==> src/rtl/uart_tx_arbiter.sv <==
// Round-robin byte arbiter feeding one UART transmitter. Each grant is held for a whole packet;
// a stalled packet lock is dropped after TIMEOUT idle cycles. One cycle of arbitration latency, one idle cycle between packets.
module uart_tx_arbiter #(
  parameter int NREQ    = 4,
  parameter int TIMEOUT = 1024
) (
  input  logic              CLK_I,
  input  logic              RST_I,
  input  logic [NREQ-1:0]   REQ_VALID_I,
  input  logic [8*NREQ-1:0] REQ_DATA_I,
  input  logic [NREQ-1:0]   REQ_LAST_I,
  output logic [NREQ-1:0]   REQ_READY_O,
  output logic              TX_VALID_O,
  output logic [7:0]        TX_DATA_O,
  input  logic              TX_READY_I,
  output logic [NREQ-1:0]   GRANT_O,
  output logic              TIMEOUT_O
);
  localparam int              IW        = (NREQ > 1) ? $clog2(NREQ) : 1;
  localparam logic [15:0]     STALL_MAX = 16'(TIMEOUT - 1);
  localparam logic [IW-1:0]   PTR_RST   = IW'(NREQ - 1);

  typedef enum logic {IDLE = 1'b0, XFER = 1'b1} state_t;

  state_t          r_state, w_state_nxt;
  logic [NREQ-1:0] r_grant, w_grant_nxt;
  logic [IW-1:0]   r_ptr, w_ptr_nxt;
  logic [15:0]     r_stall, w_stall_nxt;
  logic            r_timeout, w_timeout_nxt;

  logic            w_found;
  logic [IW-1:0]   w_sel;
  int              w_sum;
  logic            w_gvalid;
  logic            w_glast;
  logic [7:0]      w_gdata;
  logic            w_xfer;

  // Scan starts just after the last granted requester and wraps.
  always_comb begin
    w_found = 1'b0;
    w_sel   = r_ptr;
    w_sum   = 0;
    for (int i = 1; i <= NREQ; i++) begin
      w_sum = int'(r_ptr) + i;
      if (w_sum >= NREQ) w_sum = w_sum - NREQ;
      if (!w_found && REQ_VALID_I[w_sum[IW-1:0]]) begin
        w_found = 1'b1;
        w_sel   = w_sum[IW-1:0];
      end
    end
  end

  always_comb begin
    w_gdata = '0;
    for (int k = 0; k < NREQ; k++) begin
      if (r_grant[k]) w_gdata = REQ_DATA_I[8*k +: 8];
    end
  end

  assign w_gvalid = |(REQ_VALID_I & r_grant);
  assign w_glast  = |(REQ_LAST_I & r_grant);

  always_ff @(posedge CLK_I or posedge RST_I) begin
    if (RST_I) begin
      r_state   <= IDLE;
      r_grant   <= '0;
      r_ptr     <= PTR_RST;
      r_stall   <= '0;
      r_timeout <= 1'b0;
    end else begin
      r_state   <= w_state_nxt;
      r_grant   <= w_grant_nxt;
      r_ptr     <= w_ptr_nxt;
      r_stall   <= w_stall_nxt;
      r_timeout <= w_timeout_nxt;
    end
  end

  always_comb begin
    w_state_nxt   = r_state;
    w_grant_nxt   = r_grant;
    w_ptr_nxt     = r_ptr;
    w_stall_nxt   = r_stall;
    w_timeout_nxt = 1'b0;
    w_xfer        = 1'b0;
    TX_VALID_O    = 1'b0;
    TX_DATA_O     = '0;
    REQ_READY_O   = '0;
    case (r_state)
      IDLE: begin
        if (w_found) begin
          w_state_nxt = XFER;
          w_grant_nxt = NREQ'(1) << w_sel;
          w_ptr_nxt   = w_sel;
          w_stall_nxt = '0;
        end
      end
      XFER: begin
        TX_VALID_O  = w_gvalid;
        TX_DATA_O   = w_gdata;
        REQ_READY_O = TX_READY_I ? r_grant : '0;
        w_xfer      = w_gvalid && TX_READY_I;
        if (w_xfer) begin
          w_stall_nxt = '0;
          if (w_glast) begin
            w_state_nxt = IDLE;
            w_grant_nxt = '0;
          end
        end else if (!w_gvalid) begin
          // Transmitter backpressure with data pending never reaches this branch.
          if (r_stall == STALL_MAX) begin
            w_state_nxt   = IDLE;
            w_grant_nxt   = '0;
            w_stall_nxt   = '0;
            w_timeout_nxt = 1'b1;
          end else begin
            w_stall_nxt = r_stall + 16'd1;
          end
        end
      end
      default: begin
        w_state_nxt = IDLE;
        w_grant_nxt = '0;
      end
    endcase
  end

  assign GRANT_O   = r_grant;
  assign TIMEOUT_O = r_timeout;

  a_grant_onehot: assert property (@(posedge CLK_I) disable iff (RST_I) $onehot0(r_grant));
  a_idle_no_grant: assert property (@(posedge CLK_I) disable iff (RST_I) (r_state == IDLE) |-> (r_grant == '0));

endmodule

==> config.mk <==
export PLATFORM = sky130hd
export DESIGN_NAME = uart_tx_arbiter
export DESIGN_NICKNAME = d
export VERILOG_FILES = /design/src/rtl/uart_tx_arbiter.sv
export SDC_FILE = /design/constraint.sdc
export NUM_CORES = 1
export LEC_CHECK = 0
export ABC_AREA = 1
export BUFFER_PORTS_ARGS = -buffer_cell sky130_fd_sc_hd__buf_4
export CORE_MARGIN = 2
export CORE_UTILIZATION = 43
export DETAILED_ROUTE_END_ITERATION = 7
export HOLD_SLACK_MARGIN = 0.03
export PLACE_DENSITY = 0.8
export SLEW_MARGIN = 10
export SYNTH_ARGS = -nofsm -noshare
export SYNTH_HDL_FRONTEND = slang
export SYNTH_SLANG_ARGS = --single-unit
==> constraint.sdc <==
create_clock -name CLK_I -period 1.55 [get_ports CLK_I]
set_input_delay 0.31 -clock CLK_I [delete_from_list [all_inputs] [get_ports CLK_I]]
set_output_delay 0.31 -clock CLK_I [all_outputs]
set_load 0.01 [all_outputs]
# [Word-level counts from Yosys, hierarchy flattened]
# Cells that the tools add are included.
[word_totals] out_inout_bits=18 register_bits=24 in_bits=43
[classes] n_lt_le_gt_ge=8 mux=49 bitwise_logic=3 add_sub_neg=9 shifts=1 reduce_logical=12 n_eq_ne=5
[ops] op="2-to-1 mux 16 bit" count=4
[ops] op="2-to-1 mux 8 bit" count=5
[ops] op="one-hot mux 16 bit (2 select lines)" count=1
[ops] op="2-to-1 mux 4 bit" count=7
[ops] op="2-to-1 mux 1 bit" count=18
[ops] op="adder 16 x 1 -> 16 bit (second input constant)" count=1
[ops] op="== test 16 x 10 -> 1 bit (second input constant)" count=1
[ops] op="2-to-1 mux 2 bit" count=8
[ops] op="< comparator 2 x 3 -> 1 bit (second input constant)" count=4
[ops] op=">= comparator 3 bit (second input constant)" count=3
[ops] op="bitwise AND 4 bit" count=2
[ops] op="binary-select mux 1 bit (select 2 bit)" count=4
[ops] op="one-hot mux 4 bit (2 select lines)" count=1
[ops] op="OR reduction 4 bit" count=2
[ops] op="subtractor 2 x 1 -> 2 bit (second input constant)" count=4
[ops] op="adder 2 x 2 -> 3 bit (second input constant)" count=2
[ops] op="adder 2 x 3 -> 4 bit (second input constant)" count=1
[ops] op=">= comparator 4 x 3 -> 1 bit (second input constant)" count=1
[ops] op="logical AND 1 bit" count=4
[ops] op="AND reduction 2 bit" count=2
[ops] op="AND reduction 4 bit" count=1
[ops] op="<< shifter 1 x 2 -> 4 bit (first input constant)" count=1
[ops] op="adder 2 x 1 -> 3 bit (second input constant)" count=1
[ops] op="logical NOT 1 bit" count=3
[ops] op="other kinds (6)" count=6

# [Logic depth before layout (Yosys ltp)]
# Gate-level depths: netlist of run 1.
[logic_depth] depth_word=18 mapped_depth=14 depth_no_buf=13

# [Worst setup path after synthesis of run 1]
# No wires, ideal clock.
[synth_path] kind="register to output" from="register r_grant[1], in the netlist GRANT_O[1]" to="output TX_DATA_O[0]" slack_ns=-0.131 path_stages_with_launch=8 t_arrival_ns=1.371 required_ns=1.240 path_buffers=2 cell_sequence="dfrtp_1 > buf_4 > inv_2 > clkbuf_1 > nor2_1 > o21ai_0 > o21ai_0 > a21oi_1"
[synth_via] elab_chain_len=4
[synth_lines] item="start, declared" line="26" source="logic [NREQ-1:0] r_grant, w_grant_nxt;"
[synth_lines] item="start signal, assigned" line="73" source="r_grant <= w_grant_nxt;"
[synth_lines] item="2-to-1 mux 8 bit (3 in a row)" line="57" source="if (r_grant[k]) w_gdata = REQ_DATA_I[8*k +: 8];"
[synth_lines] item="2-to-1 mux 8 bit" line="90" source="case (r_state)"
[synth_lines] item="end, declared" line="14" source="output logic [7:0] TX_DATA_O,"
# Every way passes these cells.

# [Final worst setup path of run 1]
[layout_path] from="register r_ptr[0]" to="register r_grant[3], in the netlist GRANT_O[3]"
[layout_via] elab_chain_len=18 elab_cells_between_ends=43 classes_between="add/sub (8); order compare (4); eq/ne (1); shift (1); mux (22); reduce/logical (7)"
[layout_lines] item="start, declared" line="27" source="logic [IW-1:0] r_ptr, w_ptr_nxt;"
[layout_lines] item="start signal, assigned" line="74" source="r_ptr <= w_ptr_nxt;"
[layout_lines] item="adder 2 x 1 -> 3 bit" line="45" source="w_sum = int'(r_ptr) + i;"
[layout_lines] item=">= comparator 3 bit / subtractor 2 x 1 -> 2 bit (equally long branches)" line="46" source="if (w_sum >= NREQ) w_sum = w_sum - NREQ;"
[layout_lines] item="2-to-1 mux 2 bit" line="46"
[layout_lines] item="binary-select mux 1 bit (select 2 bit)" line="47" source="if (!w_found && REQ_VALID_I[w_sum[IW-1:0]]) begin"
[layout_lines] item="2-to-1 mux 1 bit (not written as such)" line="47"
[layout_lines] item="2-to-1 mux 1 bit" line="47"
[layout_lines] item="logical NOT 1 bit" line="47"
[layout_lines] item="logical AND 1 bit" line="47"
[layout_lines] item="[2 not listed]"
[layout_lines] item="logical AND 1 bit" line="47"
[layout_lines] item="2-to-1 mux 1 bit" line="47"
[layout_lines] item="logical NOT 1 bit" line="47"
[layout_lines] item="logical AND 1 bit" line="47"
[layout_lines] item="2-to-1 mux 2 bit" line="47"
[layout_lines] item="<< shifter 1 x 2 -> 4 bit" line="94" source="w_grant_nxt = NREQ'(1) << w_sel;"
[layout_lines] item="2-to-1 mux 4 bit" line="92" source="if (w_found) begin"
[layout_lines] item="one-hot mux 4 bit (2 select lines)" line="90"
# Parallel ways exist; a longest one is shown, timed or not. The select of a mux whose other input is x is not followed.
# A chain may end at the register's enable or synchronous reset.

==> key figures, run 1 <==
Flow run
  • Max-cap violations: 0

Global route
  • Vias in the first global route: about 2700
  • Initial antenna violation count: 0
  • Total Routing Usage GR: 0.252
  • Overflow after GRT: 0
  • Global-route wire length before repair: 12.0 mm
  • Pin count of the biggest net entering global routing: 18

Drt
  • Vias per std cell: between 5 and 6
  • Total wire length: 8.50 mm
  • Post-route ant nets: 0
  • Routed via count: between 2000 and 3000
  • Routed WL per cell: 16.2 µm
  • DRC Markers: 0
  • First-pass DRT Iterations: 5
  • Initial DRC Count: 371

Logic synthesis
  • Synthesized cell area: 2270 µm²
  • Ys async rst share: 1.00
  • Synth Flop Type: dfrtp_1
  • Post-synth EDFFs: 0
  • Yosys warnings: 0
  • Flops & latches, synth: 24
  • Most common cell in the netlist: nand2_1
  • Top cells by count, synth: nand2_1, nor2_1, nand3_1
  • Gate Count Post-Synth: 336
  • Mapped Avg Cell Area: 6.75 µm²
  • Synth top area cells: dfrtp_1, nand2_1, nand3_1, o21ai_0, o21ai_2
  • Syn_nets: 380
  • Sequential area share after synthesis: 0.266
  • Share of the synthesized area in the top cell type: 0.243
  • Synth cell types: 37
  • Yosys top cell by area: dfrtp_1

Worst hold path
  • Start point of the worst hold path: TX_READY_I
  • Hold Path Sink: r_state
  • Hold crit path type: in -> reg
  • Hold depth: 5

Clock tree
  • CTS tree: yes
  • CTS HTree Levels: 1
  • Clk Latency, worst-skew pair: between 200 and 300 ps
  • Clock-pin slew on the worst setup and hold paths: roughly 90 ps
  • Clock sinks: 24
  • Cts bufs inserted: 3
  • Root buffer cell: clkbuf_8
  • Clock buffer depth: 2

Worst setup path
  • Largest stage delay, worst path: between 600 and 700 ps
  • CP top delay family: simple AND/OR/NAND/NOR gates
  • Max FO, Critical Path: 6
  • CP dominant cell by count: nand2_1
  • FF-to-FF End: GRANT_O[3]
  • Crit-path cells: nand2_1, nand2_2, nand2_1, nand2_2, nor2_8, nand3_4, nand2_8, buf_6, a21oi_4, nand2_1, o21ai_1
  • R2R Setup Slk: -340 ps
  • CP arrival: about 2100 ps
  • Kind of critical path: reg -> reg
  • R2R cell count: 11
  • Reg2reg start: r_ptr[0]
  • Critical Path RT: ~1800 ps
  • Setup crit end kind: flip-flop
  • CP max-delay cell: dfstp_2
  • Crit path buf inv count: 1
  • Startpoint types: flip-flop

Timing
  • Worst setup margin: -336 ps
  • RSZ-0062 raised after global routing: true
  • Worst-Margin Slew: 563 ps
  • Fmax: around 530 MHz
  • Tcrit/Tclk final: 1.22
  • Hold_ws: 512 ps
  • Slew headroom: 0.622
  • Layout Skew: 5.15 ps
  • Hold Violations, Final: 0
  • Setup TNS: -8340 ps
  • Min Tclk post-route: 1890 ps
  • Final setup fails: 33
  • Final Max Slew Viols: 0

Placed design
  • Routability Congestion: 0.910
  • Placed Instance Area: 3120 µm²
  • Dpl hpwl: 5.12 mm
  • Port-buffer cells: 60
  • Dpl ws: -338 ps
  • Placed cell count: 501

Layout
  • Post-layout util: 0.702
  • P&R area growth vs syn: 57.9%
  • Diodes inserted: 0
  • Final cell count without fillers: 524
  • Finished Cell Area: around 3600 µm²
  • Share of cells above drive strength 1: 0.491
  • Nets@finish: 499

Floorplan
  • Row cnt: 26
  • Die Y: ~77 µm
  • Initial core utilization: 0.444
  • I/O Pins: roughly 60
  • Die Width: about 77 µm
  • Die area: ~5900 µm²
  • Core box area: 5110 µm²

Power and ir drop
  • Worst vdd ir: 1.09 mV
  • Power per cell area: 1810 nW/µm²
  • Pwr Total: 6.47 mW
  • Pleak: 1.75 nW

Run status
  • Failing checks: negative setup slack
  • Run status: complete, but fails checks
-- repair_timing --
action                                  in CTS  in global routing
hold buffers                                 1                  0
cloned                                       2                  3
hold endpoints to repair                     7                  0
pin swaps                                   16                 11
resized for setup                           54                 30
endpoints found under the setup margin      33                 37
setup buffers                               10                  4
-- worst max path at each step --
stage,start,to,slack (ps),cells past startpoint
after floorplan,r_ptr[0],r_stall[5],-110,13
after global placement,r_ptr[0],r_stall[1],-250,11
after detailed placement,r_ptr[0],r_stall[12],-340,11
after CTS,GRANT_O[1],TX_DATA_O[0],-230,6
after global routing,r_ptr[0],GRANT_O[3],-480,11
final,r_ptr[0],GRANT_O[3],-340,11
-- area by class of cell --
cell class	instances	area, µm²
clock buffer	4	45.0
fill	378	1520
inverter	33	149
multi-input combinational	269	1700
sequential	24	606
tap	70	87.6
timing repair buffer	122	977
timing repair inverter	2	18.8
-- power by group --
group	switching, mW	total [mW]	internal, mW
Clock	0.224	0.409	0.185
Combinational	2.93	5.12	2.19
Sequential	0.168	0.939	0.770
-- placed cells by master (no fill, tap or decap), types with 4 or more instances in the layout --
cell type  instances
buf_4            110
nand2_1           61
inv_1             27
nor2_1            26
nand2_2           24
nand3_1           22
dfrtp_1           20
o21ai_1           20
o21ai_2           17
nand4_1           14
a21oi_1           12
nand3_2           10
nor3_1             9
o21ai_0            9
buf_6              9
nand2_4            8
nor2_4             5
nor2_2             5
xor2_1             5
nand2_8            4
-- routing by layer --
metal | wire (µm) | vias up | GRT usage | share of wire
met2 | 4200 | 218 | 0.435 | 0.49
met5 | 0 | - | 0 | 0
met1 | 3280 | 1343 | 0.324 | 0.39
met3 | 767 | 39 | 0.0247 | 0.090
met4 | 252 | 0 | 0.0964 | 0.030
li1 | - | 1355 | - | -
-- state kept, by name (all words and copies together) (netlist names) --
signal and flops:
r_state 1, r_ptr 2, TIMEOUT_O 1, r_stall 16, GRANT_O 4
-- cells by family after synthesis --
logic type	synth area share
buf+inv	0.103
xor+xnor	0.0193
compound gates	0.176
fa+ha+maj	0.00551
simple gates	0.431
flops	0.266
-- worst min-delay path: stages --
cell and delay [ps]:
buf_4 130, inv_1 60, nor2_2 50, nand2_1 110, nand3_2 90
Note: power is estimated with default switching activity, not from simulation.
==> run 2: changes to the inputs <==
--- a/config.mk
+++ b/config.mk
@@ -8,10 +8,11 @@
 export ABC_AREA = 1
 export BUFFER_PORTS_ARGS = -buffer_cell sky130_fd_sc_hd__buf_4
 export CORE_MARGIN = 2
-export CORE_UTILIZATION = 43
+export CORE_UTILIZATION = 45
 export DETAILED_ROUTE_END_ITERATION = 7
 export HOLD_SLACK_MARGIN = 0.03
-export PLACE_DENSITY = 0.8
+export PLACE_DENSITY = 0.83
+export SKIP_CTS_REPAIR_TIMING = 1
 export SLEW_MARGIN = 10
 export SYNTH_ARGS = -nofsm -noshare
 export SYNTH_HDL_FRONTEND = slang
==> run 2 against run 1 <==
Against the previous run: the flow still finishes with violations (negative setup slack); worst setup slack worse by 1.8 ps; global-route usage down 0.47 points; wire length fell by 7.9%; clock skew fell by 1.6 ps; utilization is 1.7 points higher; first-iteration DRC count shrank 36%; critical endpoint is now GRANT_O[0]; highest routed layer unchanged.
==> key figures, run 2 (synthesis results as in run 1) <==
Drt
  • Total wire length: 7.83 mm
  • Initial DRC Count: 238
  • Routed via count: about 2800
  • First-pass DRT Iterations: 6
  • DRC Markers: 0
  • Post-route ant nets: 0
  • Vias per std cell: around 5.6
  • Routed WL per cell: 15.4 µm

Power and ir drop
  • Internal Dissipation: ~3.1 mW
  • Psw: 3.12 mW
  • Flop pwr share: 0.143
  • Clock power frac: 0.091
  • Pleak: 1.71 nW
  • Power per cell area: about 1800 nW/µm²
  • Worst vdd ir: approximately 1.2 mV
  • Logic pwr share: 0.766
  • Sw Share: 0.500

Run status
  • Run status: complete, but fails checks
  • Failing checks: negative setup slack

Layout
  • Diodes inserted: 0
  • Finished Cell Area: 3440 µm²
  • Final cell count without fillers: 508
  • Commonest non-fill, non-tap cell in the layout: buf_4
  • Share of cells above drive strength 1: 0.444
  • Nets@finish: 486
  • Biggest register: r_stall
  • Post-layout util: 0.718
  • P&R area growth vs syn: 51.4%
  • Max reg flops: 16
  • Most frequent cells in the layout: buf_4, nand2_1, nor2_1

Global route
  • Initial antenna violation count: 0
  • Global-route wire length before repair: 10.8 mm
  • Pin count of the biggest net entering global routing: 25
  • Total Routing Usage GR: 0.247
  • Overflow after GRT: 0
  • Vias in the first global route: about 2500

Placed design
  • Placed Instance Area: 3070 µm²
  • Dpl ws: -269 ps
  • Dpl hpwl: about 5.2 mm
  • Placed cell count: 490
  • Routability Congestion: ~0.92
  • Port-buffer cells: 60

Worst setup path
  • CP startpoint: r_ptr[1]
  • CP top delay family: simple AND/OR/NAND/NOR gates
  • CP max-delay cell: dfstp_2
  • Critical Path RT: around 1800 ps
  • Crit path buf inv count: 2
  • Reg2reg start: r_ptr[1]
  • Max FO, Critical Path: 3
  • CP arrival: approximately 2100 ps
  • CP dominant cell by count: nand2_1
  • Largest stage delay, worst path: ~570 ps
  • Startpoint types: flip-flop
  • Crit-path cells: buf_4, nand2_1, nand2_4, nand2_4, buf_4, nand3_1, nand2_1, nand2_2, nand2_1, nor2_1, nand3_2, nand2_2
  • Kind of critical path: reg -> reg
  • Setup crit end kind: flip-flop

Clock tree
  • CTS HTree Levels: 1
  • CTS tree: yes
  • Clock sinks: 24
  • Cts bufs inserted: 3
  • Root buffer cell: clkbuf_8
  • Clock-pin slew on the worst setup and hold paths: roughly 90 ps
  • Clock buffer depth: 2
  • Clk Latency, worst-skew pair: 270 ps

Timing
  • Layout Skew: 3.54 ps
  • Final Max Slew Viols: 0
  • Setup TNS: -8110 ps
  • Slew headroom: 0.698
  • RSZ-0062 raised after global routing: true
  • Worst-Margin Slew: between 400 and 500 ps
  • Fmax: around 530 MHz
  • Hold Violations, Final: 0
  • Min Tclk post-route: 1890 ps
  • Tcrit/Tclk final: 1.22
  • Final setup fails: 32
  • Worst setup margin: -338 ps

Floorplan
  • Die Y: 75.0 µm
  • Initial core utilization: 0.474
  • Row cnt: 25
  • Die Width: 75.0 µm
  • Core box area: ~4800 µm²
  • Die area: ~5600 µm²
  • I/O Pins: 61

Worst hold path
  • Hold crit path type: in -> async

Flow run
  • Max-cap violations: 0
-- run 2: changes by cell type in the layout (fill, tap and decap cells not counted), sizes merged --
cell | previous run | this run
nand2 | 97 | 95
dlygate4sd3 | 1 | 0
buf | 121 | 111
bufinv | 0 | 1
clkinvlp | 1 | 0
-- run 2: cell type report --
cell class                      count  area (µm²)
Clock inverter                      1        30.0
Multi-Input combinational cell    267        1600
Timing Repair Buffer              112         918
Fill cell                         340        1350
Inverter                           33         146
Tap cell                           67        83.8
Timing Repair inverter              1        11.3
Sequential cell                    24         603
Clock buffer                        3        41.3
-- run 2: worst min-delay path, stage by stage --
cell and delay (ps):
buf_4 100, inv_1 40, buf_4 300
-- run 2: path summary, 6_finish.rpt --
check                           cells after the start     endpoint  slack [ps]
worst max-delay path                               12   GRANT_O[0]        -340
worst min-delay path                                3   r_stall[2]          80
worst max register to register                     12   GRANT_O[0]        -340
worst min register to register                      2  r_stall[13]         550
max in group asynchronous                           3     r_ptr[0]        1180
min in group CLK_I                                  4   r_stall[2]         490
-- run 2: through the flow --
stage          power (mW)  hold WS [ps]
3_3_place_gp         4.55           382
2_1_floorplan        3.37           323
3_5_place_dp         4.67           383
4_1_cts              5.26          89.3
5_1_grt              6.60           106
6_report             6.24          81.1
-- run 2: power by group through the flow --
| stage | registers [mW] | clock network [mW] | logic [mW] |
|---|---|---|---|
| 6_report | 0.890 | 0.567 | 4.78 |
| 5_1_grt | 0.902 | 0.589 | 5.11 |
| 4_1_cts | 0.916 | 0.563 | 3.78 |
| 3_5_place_dp | 0.925 | 0 | 3.74 |
| 3_3_place_gp | 0.921 | 0 | 3.63 |
| 2_1_floorplan | 0.897 | 0 | 2.47 |
-- run 2: metal layers --
layer	vias up	track usage	wire, µm
met5	-	0	0
met4	0	0.0734	304
met3	37	0.0335	570
met2	161	0.430	3850
met1	1324	0.318	3100
li1	1325	-	-
==> run 3: changes to the inputs <==
--- a/config.mk
+++ b/config.mk
@@ -6,14 +6,15 @@
 export NUM_CORES = 1
 export LEC_CHECK = 0
 export ABC_AREA = 1
-export BUFFER_PORTS_ARGS = -buffer_cell sky130_fd_sc_hd__buf_4
+export CAP_MARGIN = 15
 export CORE_MARGIN = 2
 export CORE_UTILIZATION = 45
 export DETAILED_ROUTE_END_ITERATION = 7
+export DONT_BUFFER_PORTS = 1
 export HOLD_SLACK_MARGIN = 0.03
-export PLACE_DENSITY = 0.83
+export PLACE_DENSITY = 0.72
 export SKIP_CTS_REPAIR_TIMING = 1
-export SLEW_MARGIN = 10
+export SLEW_MARGIN = 30
 export SYNTH_ARGS = -nofsm -noshare
 export SYNTH_HDL_FRONTEND = slang
 export SYNTH_SLANG_ARGS = --single-unit
==> run 3 against run 2 <==
Against the previous run: die area did not move; the run still ends with negative setup slack left; sequential power increased by 3.9%; clock skew rose by 5.4 ps; global-route usage is 2.3 points lower; utilization shrank 5.2 points; total power shrank 0.62%; cell area down 7.2%.
==> key figures, run 3 (synthesis results as in run 1) <==
Worst hold path
  • Hold crit path type: in -> reg

Clock tree
  • Clock sinks: 24
  • Clk Latency, worst-skew pair: ~280 ps
  • CTS tree: yes
  • CTS HTree Levels: 1
  • Root buffer cell: clkbuf_8
  • Clock buffer depth: 2
  • Clock-pin slew on the worst setup and hold paths: 90 ps
  • Cts bufs inserted: 3

Drt
  • Post-route ant nets: 0
  • Routed via count: 2717
  • Initial DRC Count: 242
  • Routed WL per cell: 16.9 µm
  • Total wire length: 7.78 mm
  • DRC Markers: 0
  • First-pass DRT Iterations: 5
  • Vias per std cell: just under 6

Worst setup path
  • R2R cell count: 12
  • FF-to-FF End: GRANT_O[1]
  • CP startpoint: r_ptr[0]
  • Critical Path RT: 1750 ps
  • Max FO, Critical Path: 6
  • CP arrival: 2060 ps
  • Crit-path cells: buf_6, nand2_1, nand2_2, nand2_4, nand2_4, nor2_8, nand3_4, nand2_8, buf_6, a21oi_4, nand2_1, o21ai_0
  • Kind of critical path: reg -> reg
  • Startpoint types: flip-flop
  • Reg2reg start: r_ptr[0]
  • CP max-delay cell: dfstp_2
  • Setup crit end kind: flip-flop
  • Largest stage delay, worst path: between 600 and 700 ps
  • R2R Setup Slk: -310 ps
  • Worst Setup EP: GRANT_O[1]

Floorplan
  • Initial core utilization: 0.474
  • I/O Pins: 61
  • Die Width: 75.0 µm
  • Row cnt: 25
  • Die Y: about 75 µm
  • Die area: 5630 µm²
  • Core box area: around 4800 µm²

Layout
  • # fillers: 353
  • Multi-input combinational cell area: approximately 1700 µm²
  • Biggest register: r_stall
  • Commonest non-fill, non-tap cell in the layout: nand2_1
  • Storage element area: 604 µm²
  • Most frequent cells in the layout: nand2_1, buf_4, nand3_1
  • Diodes inserted: 0
  • Max reg flops: 16
  • P&R area growth vs syn: 40.5%
  • Share of cells above drive strength 1: 0.419
  • Nets@finish: between 400 and 500

Power and ir drop
  • Power per cell area: 1940 nW/µm²
  • Pwr Total: between 6 and 7 mW
  • Worst vdd ir: 1.26 mV
  • Pleak: around 1.5 nW

Timing
  • Min Tclk post-route: ~1900 ps
  • Fmax: roughly 540 MHz
  • Layout Skew: ~9.0 ps
  • Worst setup margin: -314 ps
  • RSZ-0062 raised after global routing: true
  • Hold Violations, Final: 0
  • Slew headroom: 0.693
  • Worst-Margin Slew: 458 ps
  • Tcrit/Tclk final: 1.20
  • Final Max Slew Viols: 0
  • Final setup fails: 33
  • Hold_ws: 387 ps

Run status
  • Failing checks: negative setup slack
  • Run status: complete, but fails checks

Flow run
  • Max-cap violations: 0

Placed design
  • Routability Congestion: 0.896
  • Dpl ws: -326 ps
  • Port-buffer cells: 0
  • Dpl hpwl: 4.67 mm

Global route
  • Vias in the first global route: 2209
  • Pin count of the biggest net entering global routing: 25
  • Global-route wire length before repair: 9.81 mm
  • Total Routing Usage GR: 0.224
  • Overflow after GRT: 0
  • Initial antenna violation count: 0
==> run 3: cell types whose count changed in the layout (fill, tap and decap cells not counted), sizes merged <==
| cell | previous run | this run |
|---|---|---|
| clkbuf | 4 | 3 |
| inv | 33 | 31 |
| clkinv | 1 | 2 |
| dlygate4sd3 | 0 | 1 |
| nand2 | 95 | 97 |
| buf | 111 | 61 |
| clkinvlp | 0 | 2 |
==> run 3: how the worst min path moves through the flow <==
| stage | from | to | slack (ps) | cells after the start |
|---|---|---|---|---|
| after CTS | RST_I | r_stall[4] | -30 | 2 |
| after detailed placement | RST_I | TIMEOUT_O | 280 | 2 |
| after global routing | TX_READY_I | r_stall[6] | 400 | 4 |
| after floorplan | RST_I | GRANT_O[0] | 320 | 1 |
| after global placement | RST_I | TIMEOUT_O | 270 | 2 |
| final | TX_READY_I | r_state | 390 | 4 |
==> run 3: critical path: cells and delay by family, from the launching register on <==
family          cells  cell delay [ps]
simple gates        8              650
flops               1              630
buf+inv             2              300
compound gates      2              210
==> run 3: power by group <==
group / switching (mW) / total, mW / leakage (nW) / internal (mW)
Combinational: 2.81 / 4.69 / 1.13 / 1.88
Clock: 0.232 / 0.578 / 0.0357 / 0.346
Sequential: 0.156 / 0.925 / 0.318 / 0.769
Total: 3.20 / 6.20 / 1.49 / 3.00
==> run 3: layout make-up <==
class / instances / area share
multi-input combinational: 269 / 0.535
sequential: 24 / 0.189
timing repair buffer: 62 / 0.173
inverter: 33 / 0.0463
tap: 67 / 0.0263
clock buffer: 3 / 0.0129
clock inverter: 1 / 0.00942
timing repair inverter: 2 / 0.00745
==> run 3: metrics by stage <==
step                      instances  cell area, µm²  setup TNS [ps]   util
after floorplan                 336            2320           -1540      -
after global placement          440            2670           -4600  0.557
after detailed placement        440            2670           -5690  0.557
after CTS                       444            2740           -7410  0.572
after global routing            461            3190           -9900  0.666
final                           461            3190           -7480  0.666
==> run 3: metal layers <==
metal  vias to the layer above  wire length (µm)  part of all wire  global-route usage
met3                        42               719             0.092              0.0241
met5                         -                 0                 0                   0
li1                       1241                 -                 -                   -
met2                       206              3830              0.49               0.378
met1                      1228              2920              0.38               0.301
met4                         0               313             0.040              0.0675
